File: config.mk
export PLATFORM = sky130hd
export DESIGN_NAME = gtxe2_chnl_tx_oob_seq
export DESIGN_NICKNAME = d
export VERILOG_FILES = /design/src/rtl/gtxe2_chnl_tx_oob_seq_pkg.sv /design/src/rtl/gtxe2_oob_timer.sv /design/src/rtl/gtxe2_chnl_tx_oob_seq.sv
export SDC_FILE = /design/constraint.sdc
export NUM_CORES = 1
export LEC_CHECK = 0
export CAP_MARGIN = 20
export CORE_MARGIN = 5
export CORE_UTILIZATION = 55
export CTS_BUF_LIST = sky130_fd_sc_hd__clkbuf_16
export DETAILED_ROUTE_END_ITERATION = 7
export PLACE_DENSITY_LB_ADDON = 0.2
export SYNTH_ARGS = -nofsm -noshare
export SYNTH_HDL_FRONTEND = slang
export SYNTH_HIERARCHICAL = 1
export SYNTH_SLANG_ARGS = --single-unit
File: constraint.sdc
create_clock -name TXUSRCLK2 -period 5.3 [get_ports TXUSRCLK2]
set_input_delay 1.06 -clock TXUSRCLK2 [delete_from_list [all_inputs] [get_ports TXUSRCLK2]]
set_output_delay 1.06 -clock TXUSRCLK2 [all_outputs]
set_load 0.03 [all_outputs]
File: src/rtl/gtxe2_chnl_tx_oob_seq_pkg.sv
// gtxe2_chnl_tx_oob_seq_pkg: shared OOB state/request encodings and default SATA OOB timing
package gtxe2_chnl_tx_oob_seq_pkg;
  typedef enum logic [1:0] {IDLE = 2'd0, BURST = 2'd1, GAP = 2'd2, DONE = 2'd3} oob_state_e;
  typedef enum logic [1:0] {REQ_NONE = 2'd0, REQ_INIT = 2'd1, REQ_WAKE = 2'd2, REQ_SAS = 2'd3} oob_req_e;
  localparam logic [3:0] SATA_SEQ_LEN = 4'd6;
  localparam int SATA_BURST_CYCLES = 16;
  localparam int SATA_INIT_GAP = 48;
  localparam int SATA_WAKE_GAP = 16;
  localparam int SATA_SAS_GAP = 144;
  localparam int SATA_CNT_W = 8;
  function automatic oob_req_e oob_req_pick(input logic init, input logic wake, input logic sas);
    return init ? REQ_INIT : wake ? REQ_WAKE : sas ? REQ_SAS : REQ_NONE;
  endfunction
  function automatic logic oob_req_collide(input logic init, input logic wake, input logic sas);
    return (init & (wake | sas)) | (wake & sas);
  endfunction
endpackage

File: src/rtl/gtxe2_oob_timer.sv
// gtxe2_oob_timer: loadable down-counter, expired while the count sits at zero
// ports: clk, rst_n (async active-low), load/load_val (count reload), expired
module gtxe2_oob_timer #(
  parameter int CNT_W = 8
) (
  input  logic             clk,
  input  logic             rst_n,
  input  logic             load,
  input  logic [CNT_W-1:0] load_val,
  output logic             expired
);
  logic [CNT_W-1:0] cnt_q, cnt_d;
  always_comb cnt_d = load ? load_val : (cnt_q != '0) ? cnt_q - CNT_W'(1) : cnt_q;
  always_ff @(posedge clk or negedge rst_n)
    if (!rst_n) cnt_q <= '0;
    else cnt_q <= cnt_d;
  assign expired = cnt_q == '0;
endmodule

File: src/rtl/gtxe2_chnl_tx_oob_seq.sv
// gtxe2_chnl_tx_oob_seq: programmable TX OOB burst/gap sequencer (COMINIT/COMWAKE/COMSAS)
// ports: TXUSRCLK2/reset_n, TXCOM* requests, TXELECIDLE, oob_abort -> burst_en, line_idle,
//        oob_busy, burst_idx, TXCOMFINISH, seq_err
module gtxe2_chnl_tx_oob_seq
  import gtxe2_chnl_tx_oob_seq_pkg::*;
#(
  parameter logic [3:0] SATA_BURST_SEQ_LEN = SATA_SEQ_LEN,
  parameter int         BURST_CYCLES       = SATA_BURST_CYCLES,
  parameter int         INIT_GAP_CYCLES    = SATA_INIT_GAP,
  parameter int         WAKE_GAP_CYCLES    = SATA_WAKE_GAP,
  parameter int         SAS_GAP_CYCLES     = SATA_SAS_GAP,
  parameter int         CNT_W              = SATA_CNT_W
) (
  input  logic       TXUSRCLK2,
  input  logic       reset_n,
  input  logic       TXCOMINIT,
  input  logic       TXCOMWAKE,
  input  logic       TXCOMSAS,
  input  logic       TXELECIDLE,
  input  logic       oob_abort,
  output logic       burst_en,
  output logic       line_idle,
  output logic       oob_busy,
  output logic [3:0] burst_idx,
  output logic       TXCOMFINISH,
  output logic       seq_err
);
  localparam int MAX_CYC = (1 << CNT_W) - 1;
  if (BURST_CYCLES < 1 || BURST_CYCLES > MAX_CYC || INIT_GAP_CYCLES < 1 || INIT_GAP_CYCLES > MAX_CYC ||
      WAKE_GAP_CYCLES < 1 || WAKE_GAP_CYCLES > MAX_CYC || SAS_GAP_CYCLES < 1 || SAS_GAP_CYCLES > MAX_CYC) begin : g_cfg_err
    $error("gtxe2_chnl_tx_oob_seq: *_CYCLES must be in 1..2^CNT_W-1");
  end
  localparam logic [CNT_W-1:0] BURST_LD = CNT_W'(BURST_CYCLES - 1);
  localparam logic [CNT_W-1:0] INIT_LD = CNT_W'(INIT_GAP_CYCLES - 1);
  localparam logic [CNT_W-1:0] WAKE_LD = CNT_W'(WAKE_GAP_CYCLES - 1);
  localparam logic [CNT_W-1:0] SAS_LD = CNT_W'(SAS_GAP_CYCLES - 1);
  localparam logic [3:0] LAST_IDX = SATA_BURST_SEQ_LEN - 4'd1;
  oob_state_e       state_q, state_d;
  oob_req_e         req_sel;
  logic [2:0]       req_v, req_prev_q, req_prev_d;
  logic [3:0]       burst_idx_q, burst_idx_d;
  logic [CNT_W-1:0] gap_q, gap_d, timer_val;
  logic             burst_en_q, burst_en_d, line_idle_q, line_idle_d, oob_busy_q, oob_busy_d;
  logic             fin_q, fin_d, seq_err_q, seq_err_d, timer_load, timer_exp;
  always_comb begin
    req_v = {TXCOMINIT, TXCOMWAKE, TXCOMSAS};
    req_sel = oob_req_pick(TXCOMINIT, TXCOMWAKE, TXCOMSAS);
    req_prev_d = req_v;
    state_d = state_q;
    burst_idx_d = burst_idx_q;
    gap_d = gap_q;
    seq_err_d = 1'b0;
    case (state_q)
      IDLE, DONE: begin
        state_d = IDLE;
        if (req_sel != REQ_NONE) begin
          state_d = (SATA_BURST_SEQ_LEN == 4'd0) ? DONE : BURST;
          burst_idx_d = '0;
          gap_d = (req_sel == REQ_INIT) ? INIT_LD : (req_sel == REQ_WAKE) ? WAKE_LD : SAS_LD;
          seq_err_d = oob_req_collide(TXCOMINIT, TXCOMWAKE, TXCOMSAS);
        end
      end
      default: begin
        // only a fresh rising request is an error; a level held since acceptance is not
        seq_err_d = |(req_v & ~req_prev_q);
        if (oob_abort) begin
          state_d = IDLE;
          burst_idx_d = '0;
        end else if (timer_exp && state_q == BURST) state_d = GAP;
        else if (timer_exp) begin
          state_d = (burst_idx_q == LAST_IDX) ? DONE : BURST;
          burst_idx_d = (burst_idx_q == LAST_IDX) ? burst_idx_q : burst_idx_q + 4'd1;
        end
      end
    endcase
    burst_en_d = state_d == BURST;
    oob_busy_d = state_d == BURST || state_d == GAP;
    line_idle_d = state_d != BURST;
    fin_d = state_d == DONE;
    timer_load = state_d != state_q;
    timer_val = (state_d == BURST) ? BURST_LD : gap_d;
  end
  always_ff @(posedge TXUSRCLK2 or negedge reset_n)
    if (!reset_n) begin
      state_q <= IDLE;
      req_prev_q <= '0;
      burst_idx_q <= '0;
      gap_q <= '0;
      burst_en_q <= 1'b0;
      line_idle_q <= 1'b1;
      oob_busy_q <= 1'b0;
      fin_q <= 1'b0;
      seq_err_q <= 1'b0;
    end else begin
      state_q <= state_d;
      req_prev_q <= req_prev_d;
      burst_idx_q <= burst_idx_d;
      gap_q <= gap_d;
      burst_en_q <= burst_en_d;
      line_idle_q <= line_idle_d;
      oob_busy_q <= oob_busy_d;
      fin_q <= fin_d;
      seq_err_q <= seq_err_d;
    end
  gtxe2_oob_timer #(.CNT_W(CNT_W)) u_timer (
    .clk(TXUSRCLK2),
    .rst_n(reset_n),
    .load(timer_load),
    .load_val(timer_val),
    .expired(timer_exp)
  );
  assign burst_en = burst_en_q;
  assign line_idle = !reset_n | (oob_busy_q ? line_idle_q : TXELECIDLE);
  assign oob_busy = oob_busy_q;
  assign burst_idx = burst_idx_q;
  assign TXCOMFINISH = fin_q;
  assign seq_err = seq_err_q;
endmodule

# Word level (Yosys, flattened, before mapping)
# Index checks and enable logic that the tools add are counted.
classes:
  addsub: 2
  eq_ne: 13
  n_mux: 25
  bitwise_logic: 7
  n_reduce_logical: 12
op_table:
  columns: ["cell", "count"]
  rows:
  - ["$mux 8", 7]
  - ["$mux 4", 6]
  - ["$mux 2", 8]
  - ["$eq 2x2->1 const B", 4]
  - ["$logic_not 8->1", 1]
  - ["$reduce_bool 8->1", 1]
  - ["$sub 8x1->8 const B", 1]
  - ["$eq 2x1->1 const B", 3]
  - ["$ne 3x2->1 const B", 2]
  - ["$add 4x1->4 const B", 1]
  - ["$eq 4x3->1 const B", 1]
  - ["$mux 1", 4]
  - ["$reduce_and 4->1", 1]
  - ["$reduce_bool 2->1", 2]
  - ["$and 3x3->3", 1]
  - ["$not 3->3", 1]
  - ["$or 1x1->1", 3]
  - ["$reduce_bool 3->1", 1]
  - ["$reduce_or 3->1", 1]
  - ["$and 1x1->1", 2]
  - ["$logic_not 2->1", 1]
  - ["$ne 2x1->1 const B", 1]
  - ["$ne 2x2->1", 1]
  - ["$ne 2x2->1 const B", 1]
  - ["4 further kinds", 4]
word_totals:
  ff_bits: 30
  out_inout_bits: 9

# Depth between registers and ports, before layout
depth:
  ltp_word: 10
  depth_mapped: 12
  depth_no_buf: 12

# Modules after synthesis
# The synthesis kept the hierarchy.
by_module_without_submodules:
  columns: ["mod", "instances", "cells_each", "area_each_um2", "seq_area_each_um2"]
  rows:
  - ["gtxe2_chnl_tx_oob_seq", 1, 102, 1082.3, 551.8]
  - ["gtxe2_oob_timer", 1, 55, 486.7, 200.2]

# Least setup slack after synthesis
# Ideal clock, no wire load.
synth_timing:
  path_kind: "reg-to-reg"
  startpoint: "register u_timer.cnt_q[0]"
  endpoint: "register u_timer.cnt_q[6]"
  setup_time_ps: 69
  arrival_ps: 3183
  required_time_ps: 5231
  slack_ps: 2048
  stages_incl_launch_ff: 11
  path_buffers: 0
  period_less_slack_ps: 3252
  path_cell_list: "dfrtp_1 -> inv_1 -> ha_1 -> or4b_2 -> nor2_1 -> nor2_1 -> o31ai_4 -> a31oi_1 -> or3b_2 -> or4_1 -> nand3_1"
synth_via:
  word_cells_on_any_way: 14
  cone_classes: "1 x add/sub; 2 x eq/ne; 7 x mux; 4 x reduce/logical"
synth_lines:
  columns: ["element", "line", "source"]
  rows:
  - ["from (decl)", "gtxe2_oob_timer.sv:12", "logic [CNT_W-1:0] cnt_q, cnt_d;"]
  - ["from (signal assigned)", "gtxe2_oob_timer.sv:16", "else cnt_q <= cnt_d;"]
  - ["$logic_not 8->1 *", "gtxe2_oob_timer.sv:17", "assign expired = cnt_q == '0;"]
  - ["net timer_exp", "gtxe2_chnl_tx_oob_seq.sv:44", "logic fin_q, fin_d, seq_err_q, seq_err_d, timer_load, timer_exp;"]
  - ["$mux 2 / $logic_and 1x1->1 (equally long branches)", "gtxe2_chnl_tx_oob_seq.sv:70, gtxe2_chnl_tx_oob_seq.sv:69", null]
  - ["$mux 2 *", "gtxe2_chnl_tx_oob_seq.sv:69", "end else if (timer_exp && state_q == BURST) state_d = GAP;"]
  - ["$mux 2 *", "gtxe2_chnl_tx_oob_seq.sv:66", "if (oob_abort) begin"]
  - ["$mux 2 *", "gtxe2_chnl_tx_oob_seq.sv:53", "case (state_q)"]
  - ["net state_d[0]", "gtxe2_chnl_tx_oob_seq.sv:38", "oob_state_e state_q, state_d;"]
  - ["$ne 2x2->1 *", "gtxe2_chnl_tx_oob_seq.sv:80", "timer_load = state_d != state_q;"]
  - ["net timer_load", "gtxe2_chnl_tx_oob_seq.sv:44", null]
  - ["$mux 8 / $reduce_bool 2->1 (equally long branches)", null, null]
# The timed path passes the listed nets; every way through them passes the cells marked *. The select of a mux whose other input is x is not followed.
# A chain may end at the register's enable or synchronous reset.

# Worst setup path after layout
layout_timing:
  startpoint: "input TXCOMWAKE"
  endpoint: "register u_timer.cnt_q[6]"
layout_via:
  word_cells_on_any_way: 14
  cone_classes: "3 x eq/ne; 9 x mux; 2 x reduce/logical"
layout_lines:
  columns: ["element", "line", "source"]
  rows:
  - ["from (decl)", "gtxe2_chnl_tx_oob_seq.sv:17", "input logic TXCOMWAKE,"]
  - ["$mux 2 * (2 in series)", "gtxe2_chnl_tx_oob_seq_pkg.sv:12", "return init ? REQ_INIT : wake ? REQ_WAKE : sas ? REQ_SAS : REQ_NONE;"]
  - ["$reduce_bool 2->1 *", "gtxe2_chnl_tx_oob_seq.sv:56", "if (req_sel != REQ_NONE) begin"]
  - ["$mux 1 *", "gtxe2_chnl_tx_oob_seq.sv:56", null]
  - ["$mux 2 *", "gtxe2_chnl_tx_oob_seq.sv:53", null]
  - ["net state_d[0]", "gtxe2_chnl_tx_oob_seq.sv:38", null]
  - ["$ne 2x2->1 *", "gtxe2_chnl_tx_oob_seq.sv:80", null]
  - ["net timer_load", "gtxe2_chnl_tx_oob_seq.sv:44", null]
  - ["$mux 8 / $reduce_bool 2->1 (equally long branches)", null, null]
# The timed path passes the listed nets; every way through them passes the cells marked *.

==> out/metrics.yaml <==
cp.required_ns: 5.51
die_h_microns: 63.4
rsz0062_at_grt: "false"
dp_hpwl_mm: 2.13
drt_wl_total_mm: 3.08
synth_top_cell_by_area: "dfrtp_1"
fin_crit_ns: 3.84
drive_gt1_share_pct: 8.43
hold_path_depth: 1
synth_nets: 173
fp.coreArea_sq_um: 2730
path_max_fanout: 15
cap_violations: 0
drt-vias-per-instance: 5.91
grt_antenna_before_repair: 0
dp_cells: 201
multi_input_area_sq_um: 743
fin_setup_tns_ns: 0
drt_iter0_drc: 74
skew_ns: 0.00554
crit_arrival_ns: 4.05
initial_core_util_pct: 57.4
drv_slew: 0
cpPeakStageDelay_ns: 0.52
period_share_pct: 72.5
post_cts_buffers: 0
synthXorXnorAreaFrac_pct: 3.35
grt_overflow_total: 0
synth_mux_area_share_pct: 0.638
numClockSinks: 30
io-pin-count: 16
postSynthCellCount: 157
antenna_cells: 0
crit_chain: "clkdlybuf4s50_1, inv_1, a21oi_1, ha_1, nand2b_1, o31ai_4, a21oi_1, a31oi_1, buf_4, or3b_2, or4_1, nand3_1"
clk_pin_slew_ns: 0.05
timing.rr.start: "u_timer/cnt_q[0]$_DFFE_PN0P_"
synth_compound_area_share_pct: 12.6
ant_nets: 0
seq_area_sq_um: 752
timing.rr.end: "u_timer/cnt_q[6]$_DFFE_PN0P_"
fin_util_pct: 69.0
ff2ff_path_depth: 12
outcome: "completed"
grt_pass1_wl_mm: 5.16
cts_tree: "done"
fin_ws_ns: 1.46
synth_top_family_by_area: "simple AND/OR/NAND/NOR gates"
postCtsResizedCells: 0
dp_slack_ns: 1.21
fin_cells: 209
portBuffers: 15
report.final.hold_viol_count: 0
grt_pass1_vias: 1117
ir_drop_mv: 0.411
synthTopCellsByArea: "dfrtp_1, ha_1, nand2_1, inv_1, nand2b_1"
grt_use_total_pct: 16.6
fin_area_sq_um: 1890
cp-end-kind: "flip-flop"
clock_latency_ns: 0.27
synth-adder-area-share_pct: 7.81
yosys.area_share.simple_pct: 23.0
holdCritStartpoint: "gap_q[3]$_DFF_PN0_"
nNetsFinal: 193
critPathSlowestCell: "clkdlybuf4s50_1"
whs_ns: 0.462
synth_flop_cell: "dfrtp_1"
ys_seq_area_share_pct: 47.9
ctsLongestPathBuffers: 2
netlist_area_sq_um: 1570
ys_seq_elements: 30
first_pass_iters: 4
postCtsHoldBufs: 0
timing.slew.headroom_pct: 67.4
die_area_sq_um: 4020
critPathKind: "primary input to flip-flop"
max_freq_mhz: 260
async_flop_share_pct: 100
rows: 19
num_vias: 1235
grt_max_degree: 32
die_x_microns: 63.4
finalPower_mw: 0.962
fillers: 191
gp_congestion: 0.843
min_path_type: "flip-flop to flip-flop"
cts_root_buf: "clkbuf_16"
setup_viol: 0
synth_edf_count: 0
avgSynthCellArea_sq_um: 9.99
synth_warnings: 6
cts_inserted_buffers: 5
place_area_sq_um: 1750
p_leak_nw: 0.822
rrSetupSlack_ns: 1.52
drc: 0
endpoint: "u_timer/cnt_q[6]$_DFFE_PN0P_"
synth_top_area_share_pct: 46.3
powerDensity_nw_per_um2: 510
critPathLaunch: "TXCOMWAKE"
yosysUniqueCellTypes: 43
area_delta_synth_final_pct: 20.2
start_kind: "primary input"
tightest_slew_ns: 0.488
crit_path_frequent_cell: "a21oi_1"
htree_levels: 2
wire_per_inst_microns: 14.7
[cell type report]
class | instances | area share [%]
Sequential cell | 30 | 39.9
Clock buffer | 5 | 6.64
Inverter | 13 | 2.59
Multi-Input combinational cell | 110 | 39.4
Tap cell | 31 | 2.06
Clock inverter | 3 | 0.664
Timing Repair Buffer | 17 | 8.76
[where the power goes]
| group | switching (mW) | internal (mW) |
|---|---|---|
| Combinational | 0.218 | 0.148 |
| Sequential | 0.0473 | 0.287 |
| Clock | 0.0923 | 0.169 |
| Total | 0.358 | 0.604 |
[per-layer routing]
metal  global-route usage (%)  up-vias  wire length [microns]
li1                         -      586                      -
met1                     20.4      600                   1330
met2                     24.4       37                   1470
met3                     7.28       12                    207
met4                     8.57        0                     80
met5                        0        -                      0
[synth_stat cells (3+ instances only)]
| cell type | n |
|---|---|
| a21oi_1 | 6 |
| and2_1 | 5 |
| dfrtp_1 | 29 |
| ha_1 | 9 |
| inv_1 | 13 |
| nand2_1 | 14 |
| nand2b_1 | 6 |
| nand3_1 | 6 |
| nor2_1 | 6 |
| nor2b_1 | 4 |
| nor3_1 | 4 |
| o21ai_0 | 7 |
| o31ai_1 | 5 |
| or3_1 | 5 |
| or4_1 | 3 |
| xnor2_1 | 3 |
| xor2_1 | 3 |
[worst min path at each step]
stage | end | slack (ns)
after floorplan | gap_q[0]$_DFF_PN0_ | 0.43
after global placement | gap_q[2]$_DFF_PN0_ | 0.45
after detailed placement | gap_q[1]$_DFF_PN0_ | 0.45
after CTS | gap_q[3]$_DFF_PN0_ | 0.46
after global routing | gap_q[1]$_DFF_PN0_ | 0.49
final | gap_q[3]$_DFF_PN0_ | 0.46
[placed cells by master (no fill, tap or decap), drive strengths merged, types with 2 or more instances in the layout]
master,n
a21oi,6
a31oi,2
and2,5
buf,2
clkbuf,5
clkdlybuf4s50,15
clkinv,2
dfrtp,29
ha,9
inv,14
nand2,14
nand2b,6
nand3,6
nand3b,2
nor2,6
nor2b,4
nor3,4
o21ai,8
o31ai,6
or2,2
or3,5
or3b,2
or4,3
xnor2,3
xor2,3
[registers in the layout, summed over array words and instances, names as in the netlist]
signal         flops
gap_q              8
req_prev_q         3
u_timer/cnt_q      8
seq_err            1
burst_idx          4
burst_en           1
state_q            2
TXCOMFINISH        1
line_idle_q        1
oob_busy           1
[cells by family (layout without fill, tap and decap cells)]
| family | Yosys count | after routing |
|---|---|---|
| XOR/XNOR | 6 | 6 |
| flip-flops | 30 | 30 |
| buffers and inverters | 17 | 38 |
| multiplexers | 1 | 1 |
| AND/OR/NAND/NOR | 64 | 64 |
| adder cells (fa/ha/maj) | 10 | 10 |
| AO/OA/AOI/OAI | 29 | 29 |
[critical path: cells and delay by family]
kind	cells	cell delay, ns
simple gates	4	1.30
compound gates	4	0.58
fa+ha+maj	1	0.30
buf+inv	3	0.79
Note: power is estimated with default switching activity, not from simulation.
